$ cat src/rtl/operand_fetch_if.sv
// Decode / register-bank / write-back / execute bundle for the operand fetch stage.
// master = surrounding pipeline, slave = operand_fetch.
interface operand_fetch_if #(
  parameter int REG_WIDTH = 32,
  parameter int REG_COUNT = 16,
  parameter int OP_WIDTH  = 16
);
  localparam int AW = $clog2(REG_COUNT);

  logic                 in_valid;
  logic                 in_ready;
  logic [OP_WIDTH-1:0]  in_op;
  logic [AW-1:0]        in_rs1, in_rs2;
  logic                 in_use_rs1, in_use_rs2;
  logic [AW-1:0]        in_rd;
  logic                 in_wr_rd;

  logic [AW-1:0]        rf_raddr1, rf_raddr2;
  logic [REG_WIDTH-1:0] rf_rdata1, rf_rdata2;

  logic                 wb_we;
  logic [AW-1:0]        wb_waddr;
  logic [REG_WIDTH-1:0] wb_wdata;
  logic                 flush;

  logic                 out_valid;
  logic                 out_ready;
  logic [OP_WIDTH-1:0]  out_op;
  logic [REG_WIDTH-1:0] out_a, out_b;
  logic [AW-1:0]        out_rd;
  logic                 out_wr_rd;
  logic [REG_COUNT-1:0] busy_mask;

  modport master (
    output in_valid, in_op, in_rs1, in_rs2, in_use_rs1, in_use_rs2, in_rd, in_wr_rd,
    output rf_rdata1, rf_rdata2, wb_we, wb_waddr, wb_wdata, flush, out_ready,
    input  in_ready, rf_raddr1, rf_raddr2,
    input  out_valid, out_op, out_a, out_b, out_rd, out_wr_rd, busy_mask
  );

  modport slave (
    input  in_valid, in_op, in_rs1, in_rs2, in_use_rs1, in_use_rs2, in_rd, in_wr_rd,
    input  rf_rdata1, rf_rdata2, wb_we, wb_waddr, wb_wdata, flush, out_ready,
    output in_ready, rf_raddr1, rf_raddr2,
    output out_valid, out_op, out_a, out_b, out_rd, out_wr_rd, busy_mask
  );
endinterface

$ cat src/rtl/operand_fetch.sv
// Operand fetch stage: register read, write scoreboard with RAW/WAW stall, one output register.
// Define WB_BYPASS_EN to forward same-cycle write-back data into the operands.
module operand_fetch #(
  parameter int REG_WIDTH = 32,
  parameter int REG_COUNT = 16,
  parameter int OP_WIDTH  = 16
) (
  input logic            clk,
  input logic            rst_n,
  operand_fetch_if.slave bus
);
  localparam int AW = $clog2(REG_COUNT);

  typedef struct packed {
    logic [OP_WIDTH-1:0]  op;
    logic [REG_WIDTH-1:0] a;
    logic [REG_WIDTH-1:0] b;
    logic [AW-1:0]        rd;
    logic                 wr_rd;
  } of_pkt_t;

  logic [REG_COUNT-1:0] busy, busy_nxt;
  logic                 vld;
  of_pkt_t              pkt;
  logic                 hit1, hit2, hit_rd;
  logic                 raw1, raw2, waw, accept;
  logic [REG_WIDTH-1:0] opa, opb;

  assign bus.rf_raddr1 = bus.in_rs1;
  assign bus.rf_raddr2 = bus.in_rs2;

  // WAW exemption on a same-cycle write-back holds regardless of forwarding
  assign hit_rd = bus.wb_we && (bus.wb_waddr == bus.in_rd);
`ifdef WB_BYPASS_EN
  assign hit1 = bus.wb_we && (bus.wb_waddr == bus.in_rs1);
  assign hit2 = bus.wb_we && (bus.wb_waddr == bus.in_rs2);
`else
  assign hit1 = 1'b0;
  assign hit2 = 1'b0;
`endif

  assign raw1 = bus.in_use_rs1 && busy[bus.in_rs1] && !hit1;
  assign raw2 = bus.in_use_rs2 && busy[bus.in_rs2] && !hit2;
  assign waw  = bus.in_wr_rd && busy[bus.in_rd] && !hit_rd;

  assign bus.in_ready = !bus.flush && !raw1 && !raw2 && !waw && (!vld || bus.out_ready);
  assign accept       = bus.in_valid && bus.in_ready;

  assign opa = hit1 ? bus.wb_wdata : bus.rf_rdata1;
  assign opb = hit2 ? bus.wb_wdata : bus.rf_rdata2;

  // clears first, then the new writer's set so a same-index set wins
  always_comb begin
    busy_nxt = busy;
    if (bus.wb_we) busy_nxt[bus.wb_waddr] = 1'b0;
    if (bus.flush && vld && pkt.wr_rd) busy_nxt[pkt.rd] = 1'b0;
    if (accept && bus.in_wr_rd) busy_nxt[bus.in_rd] = 1'b1;
  end

  always_ff @(posedge clk or negedge rst_n) begin
    if (!rst_n) begin
      vld  <= 1'b0;
      pkt  <= '0;
      busy <= '0;
    end else begin
      busy <= busy_nxt;
      if (bus.flush) begin
        vld <= 1'b0;
      end else if (accept) begin
        vld <= 1'b1;
        pkt <= '{op: bus.in_op, a: opa, b: opb, rd: bus.in_rd, wr_rd: bus.in_wr_rd};
      end else if (vld && bus.out_ready) begin
        vld <= 1'b0;
      end
    end
  end

  assign bus.out_valid = vld;
  assign bus.out_op    = pkt.op;
  assign bus.out_a     = pkt.a;
  assign bus.out_b     = pkt.b;
  assign bus.out_rd    = pkt.rd;
  assign bus.out_wr_rd = pkt.wr_rd;
  assign bus.busy_mask = busy;
endmodule

$ cat src/flat_wrapper.sv
// flat-port wrapper written by rule: the top's interface ports become plain ports
module operand_fetch_flat 
#(
  parameter int REG_WIDTH = 32,
  parameter int REG_COUNT = 16,
  parameter int OP_WIDTH  = 16
)
  (clk, rst_n, bus_in_valid, bus_in_op, bus_in_rs1, bus_in_rs2, bus_in_use_rs1, bus_in_use_rs2, bus_in_rd, bus_in_wr_rd, bus_rf_rdata1, bus_rf_rdata2, bus_wb_we, bus_wb_waddr, bus_wb_wdata, bus_flush, bus_out_ready, bus_in_ready, bus_rf_raddr1, bus_rf_raddr2, bus_out_valid, bus_out_op, bus_out_a, bus_out_b, bus_out_rd, bus_out_wr_rd, bus_busy_mask);
  operand_fetch_if #(.REG_WIDTH(REG_WIDTH), .REG_COUNT(REG_COUNT), .OP_WIDTH(OP_WIDTH)) bus_i ();
  input logic clk;
  input logic rst_n;
  input wire logic [$bits(bus_i.in_valid)-1:0] bus_in_valid;
  input wire logic [$bits(bus_i.in_op)-1:0] bus_in_op;
  input wire logic [$bits(bus_i.in_rs1)-1:0] bus_in_rs1;
  input wire logic [$bits(bus_i.in_rs2)-1:0] bus_in_rs2;
  input wire logic [$bits(bus_i.in_use_rs1)-1:0] bus_in_use_rs1;
  input wire logic [$bits(bus_i.in_use_rs2)-1:0] bus_in_use_rs2;
  input wire logic [$bits(bus_i.in_rd)-1:0] bus_in_rd;
  input wire logic [$bits(bus_i.in_wr_rd)-1:0] bus_in_wr_rd;
  input wire logic [$bits(bus_i.rf_rdata1)-1:0] bus_rf_rdata1;
  input wire logic [$bits(bus_i.rf_rdata2)-1:0] bus_rf_rdata2;
  input wire logic [$bits(bus_i.wb_we)-1:0] bus_wb_we;
  input wire logic [$bits(bus_i.wb_waddr)-1:0] bus_wb_waddr;
  input wire logic [$bits(bus_i.wb_wdata)-1:0] bus_wb_wdata;
  input wire logic [$bits(bus_i.flush)-1:0] bus_flush;
  input wire logic [$bits(bus_i.out_ready)-1:0] bus_out_ready;
  output wire logic [$bits(bus_i.in_ready)-1:0] bus_in_ready;
  output wire logic [$bits(bus_i.rf_raddr1)-1:0] bus_rf_raddr1;
  output wire logic [$bits(bus_i.rf_raddr2)-1:0] bus_rf_raddr2;
  output wire logic [$bits(bus_i.out_valid)-1:0] bus_out_valid;
  output wire logic [$bits(bus_i.out_op)-1:0] bus_out_op;
  output wire logic [$bits(bus_i.out_a)-1:0] bus_out_a;
  output wire logic [$bits(bus_i.out_b)-1:0] bus_out_b;
  output wire logic [$bits(bus_i.out_rd)-1:0] bus_out_rd;
  output wire logic [$bits(bus_i.out_wr_rd)-1:0] bus_out_wr_rd;
  output wire logic [$bits(bus_i.busy_mask)-1:0] bus_busy_mask;
  assign bus_i.in_valid = bus_in_valid;
  assign bus_i.in_op = bus_in_op;
  assign bus_i.in_rs1 = bus_in_rs1;
  assign bus_i.in_rs2 = bus_in_rs2;
  assign bus_i.in_use_rs1 = bus_in_use_rs1;
  assign bus_i.in_use_rs2 = bus_in_use_rs2;
  assign bus_i.in_rd = bus_in_rd;
  assign bus_i.in_wr_rd = bus_in_wr_rd;
  assign bus_i.rf_rdata1 = bus_rf_rdata1;
  assign bus_i.rf_rdata2 = bus_rf_rdata2;
  assign bus_i.wb_we = bus_wb_we;
  assign bus_i.wb_waddr = bus_wb_waddr;
  assign bus_i.wb_wdata = bus_wb_wdata;
  assign bus_i.flush = bus_flush;
  assign bus_i.out_ready = bus_out_ready;
  assign bus_in_ready = bus_i.in_ready;
  assign bus_rf_raddr1 = bus_i.rf_raddr1;
  assign bus_rf_raddr2 = bus_i.rf_raddr2;
  assign bus_out_valid = bus_i.out_valid;
  assign bus_out_op = bus_i.out_op;
  assign bus_out_a = bus_i.out_a;
  assign bus_out_b = bus_i.out_b;
  assign bus_out_rd = bus_i.out_rd;
  assign bus_out_wr_rd = bus_i.out_wr_rd;
  assign bus_busy_mask = bus_i.busy_mask;
  operand_fetch #(.REG_WIDTH(REG_WIDTH), .REG_COUNT(REG_COUNT), .OP_WIDTH(OP_WIDTH)) u_core (.clk(clk), .rst_n(rst_n), .bus(bus_i));
endmodule
$ cat config.mk
export PLATFORM = sky130hd
export DESIGN_NAME = operand_fetch_flat
export DESIGN_NICKNAME = d
export VERILOG_FILES = /design/src/rtl/operand_fetch_if.sv /design/src/rtl/operand_fetch.sv /design/src/flat_wrapper.sv
export SDC_FILE = /design/constraint.sdc
export NUM_CORES = 1
export LEC_CHECK = 0
export ABC_AREA = 1
export BUFFER_PORTS_ARGS = -buffer_cell sky130_fd_sc_hd__buf_2
export CELL_PAD_IN_SITES_DETAIL_PLACEMENT = 1
export CELL_PAD_IN_SITES_GLOBAL_PLACEMENT = 1
export CORE_MARGIN = 5
export CORE_UTILIZATION = 32
export DETAILED_ROUTE_END_ITERATION = 7
export HOLD_SLACK_MARGIN = 0.08
export PLACE_DENSITY_LB_ADDON = 0.1
export SLEW_MARGIN = 20
export SYNTH_ARGS = -nofsm -noshare
export SYNTH_HDL_FRONTEND = slang
export SYNTH_SLANG_ARGS = --single-unit
export TNS_END_PERCENT = 20
$ cat constraint.sdc
create_clock -name clk -period 2.13 [get_ports clk]
set_input_delay 0.1065 -clock clk [delete_from_list [all_inputs] [get_ports clk]]
set_output_delay 0.1065 -clock clk [all_outputs]
set_load 0.05 [all_outputs]
==> impl_metrics.py <==
metrics = {
    "critical_path": {
        "crit_path_start_kind": "flop",
        "worstPathRequired_ps": 2020,
        "cp-end-kind": "output port",
        "r2r_cells": 14,
        "r2r_slack_ps": 110,
        "worstPathMaxFanout": 2,
        "cpPeakStageDelay_ps": 390,
        "crit_arrival_ps": 1920,
        "r2r-end": "u_core.bus.out_op[8]$_DFFE_PN0P_",
        "crit_slowest_cell": "dfrtp_1",
        "path_class": "flop to output port",
        "cpMostUsedCell": "nand2_1",
        "regToRegStartpoint": "u_core.bus.busy_mask[2]$_DFF_PN0_",
        "crit_chain": "inv_2 > nor2_1 > nor2_2 > nand2_1 > nand2_1 > nand2_1 > o21ai_2 > nand3_2 > nor2_4 > buf_6 > buf_12",
    },
    "timing": {
        "fmax_mhz": 493,
        "drv_slew": 0,
        "fin_hold_ws_ps": 89.4,
        "fin_worst_skew_ps": 11.4,
        "hold_viol_final": 0,
        "slew_headroom_pct": 56.5,
        "setup-violations-final": 0,
        "worst_pin_slew_ps": 652,
        "fin_crit_ps": 2030,
        "min_period_over_period_pct": 95.2,
    },
    "synthesis": {
        "synth_seq_area_share_pct": 50.6,
        "yosysTopAreaCell": "dfrtp_1",
        "syn_inst": 662,
        "synth_fp_nets": 799,
        "ys_ff_latch": 102,
        "synth_area_leaders": "dfrtp_1 51%, nand2_1 19%, nand3_1 11%",
        "synth_warnings": 0,
        "synthDistinctLibCells": 23,
        "avgSynthCellArea_um2": 7.62,
        "synth_area_um2": 5040,
        "synth_top_area_share_pct": 50.6,
    },
    "floorplan": {
        "fp.dieW_um": 136,
        "coreArea_um2": 15300,
        "num_rows": 45,
        "die_h_um": 136,
        "ios": 248,
        "die-area_um2": 18400,
        "start_util_pct": 32.9,
    },
    "grt": {
        "antenna_found_initial": 0,
        "grt_pass1_wl_mm": 33.0,
        "grt_usage_pct": 22.8,
        "grt_max_degree": 55,
        "grt_pass1_vias": 6228,
        "gr-total-overflow": 0,
    },
    "worst_hold_path": {
        "hold_start": "bus_in_rd[3]",
        "hold_path_end": "u_core.bus.out_rd[3]$_DFFE_PN0P_",
        "holdCritPathClass": "input port to flop",
        "hold_path_depth": 3,
    },
    "route": {
        "via_per_inst": 4.94,
        "vias": 5832,
        "wl_per_cell_um": 18.3,
        "firstDrtPassIters": 4,
        "drt_iter0_drc": 321,
        "antenna_left": 0,
        "drc": 0,
        "wirelength_mm": 21.6,
    },
    "clock_tree": {
        "cts.sinks": 102,
        "numCtsBuffers": 9,
        "cts_htree_levels": 3,
        "clockBufferDepth": 2,
        "cts_tree": "yes",
        "insertion_delay_ps": 360,
        "path_clk_slew_ps": 70,
        "root_buffer": "clkbuf_16",
    },
    "place": {
        "place_congestion": 0.876,
        "io_buffers": 215,
        "dp_hpwl_mm": 14.2,
    },
    "power": {
        "p_per_area_nw_per_um2": 1120,
        "power_frac_clock_pct": 18.7,
        "p_int_mw": 4.40,
        "p_leak_nw": 4.32,
        "ir_worst_vdd_uv": 557,
        "pwr-share-comb_pct": 49.0,
        "power_switching_mw": 4.39,
        "seqPwrFrac_pct": 32.3,
        "swShare_pct": 50.0,
    },
    "run": {
        "maxCapViolCount": 0,
    },
    "final_layout": {
        "utilization_pct": 51.3,
        "layout_commonest_cell": "nand2_1",
        "syn_to_final_growth_pct": 55.7,
        "nNetsFinal": 1102,
        "layout-drive-gt1-share_pct": 30.7,
        "antenna_cells": 0,
        "num-fill-cells": 1938,
        "final_cell_mix": "247 x nand2_1, 212 x buf_2, 105 x nand3_1, 100 x dfrtp_1, 83 x dlygate4sd3_1",
    },
    "run_status": {
        "status": "complete, no violations",
    },
}
-- per-layer routing --
metal | up-vias | wire [µm] | GRT usage, % | share of wire, %
li1 | 2735 | - | - | -
met1 | 2880 | 8640 | 26.7 | 40
met2 | 183 | 11200 | 40.7 | 52
met3 | 34 | 1290 | 5.09 | 6.0
met4 | 0 | 481 | 8.17 | 2.2
met5 | - | 0 | 0 | 0
-- Yosys cell counts --
master / n
dfrtp_1: 102
a21oi_1: 12
nor2_2: 1
o21ai_1: 6
nor3_1: 3
nand3_1: 109
nor2_1: 30
buf_4: 10
xnor2_1: 2
inv_1: 46
nand4_1: 16
buf_6: 4
nand2_1: 251
a31oi_1: 7
nand2_2: 1
clkbuf_1: 17
buf_2: 15
o221ai_1: 3
o21ai_0: 17
o211ai_1: 5
nand3b_1: 2
inv_2: 2
a21boi_1: 1
-- cells by family (layout without fill, tap and decap cells) --
family	Yosys count	after routing	share of synthesized area, %
DFF	102	102	50.6
and+or+nand+nor	413	414	34.6
xor gates and xnor gates	2	2	0.347
buffers and inverters	94	400	8.71
AOI/OAI and AO/OA	51	51	5.76
-- worst max path at each step --
stage                     depth (start not counted)                                from  slack, ps                          endpoint
after CTS                                        15   u_core.bus.busy_mask[4]$_DFF_PN0_        -10  u_core.bus.out_b[24]$_DFFE_PN0P_
final                                            11   u_core.bus.busy_mask[2]$_DFF_PN0_        100                      bus_in_ready
after global routing                             14   u_core.bus.busy_mask[3]$_DFF_PN0_         -5  u_core.bus.out_b[11]$_DFFE_PN0P_
after global placement                           12  u_core.bus.busy_mask[10]$_DFF_PN0_         50  u_core.bus.out_b[13]$_DFFE_PN0P_
after floorplan                                  11   u_core.bus.busy_mask[9]$_DFF_PN0_        210  u_core.bus.out_valid$_DFFE_PN0P_
after detailed placement                         13  u_core.bus.busy_mask[10]$_DFF_PN0_         20  u_core.bus.out_b[18]$_DFFE_PN0P_
-- power by group through the flow --
stage / clock network (mW) / registers, mW / logic, mW
2_1_floorplan: 0 / 4.78 / 0.855
3_3_place_gp: 0 / 2.82 / 3.97
3_5_place_dp: 0 / 2.86 / 4.02
4_1_cts: 1.67 / 2.83 / 4.18
5_1_grt: 1.75 / 2.92 / 4.58
6_report: 1.64 / 2.84 / 4.31
-- critical path: cells and delay by family, from the launching register on --
family	cells	cell delay [ps]
AO/OA/AOI/OAI	1	200
buffers and inverters	3	350
AND/OR/NAND/NOR	7	640
flip-flops	1	390
-- state kept, by name, indices dropped and copies added, names as in the netlist --
name                  flops
u_core.bus.busy_mask     16
u_core.bus.out_a         32
u_core.bus.out_b         32
u_core.bus.out_op        16
u_core.bus.out_rd         4
u_core.bus.out_valid      1
u_core.bus.out_wr_rd      1
-- repair_timing --
| item | 4_1_cts | 5_1_grt |
|---|---|---|
| endpoints found under the hold margin | 183 | 0 |
| gates cloned | 0 | 7 |
| pin swaps | 1 | 12 |
| gates resized for setup | 5 | 34 |
| buffers inserted | 4 | 5 |
| hold buffers | 83 | 0 |
| setup endpoints to repair | 33 | 103 |
-- per-stage QoR --
step | setup TNS [ps] | worst slack [ps] | instances | power, mW | cell area [µm²]
6_report | 0 | 102 | 1180 | 8.79 | 7850
3_3_place_gp | 0 | 52.8 | 1067 | 6.79 | 6410
4_1_cts | -81.7 | -14.2 | 1169 | 8.68 | 7580
2_1_floorplan | 0 | 211 | 662 | 5.63 | 5040
5_1_grt | -7.74 | -4.84 | 1180 | 9.25 | 7850
3_5_place_dp | 0 | 17.7 | 1067 | 6.88 | 6410
-- layout make-up --
class / count / area, µm² / share of cell area (%)
clock buffer: 10 / 239 / 3.04
multi-input combinational: 467 / 2130 / 27.1
inverter: 48 / 180 / 2.30
timing repair buffer: 337 / 2440 / 31.1
sequential: 102 / 2550 / 32.5
clock inverter: 5 / 43.8 / 0.558
tap: 211 / 264 / 3.36
(Power assumes the default switching activity.)
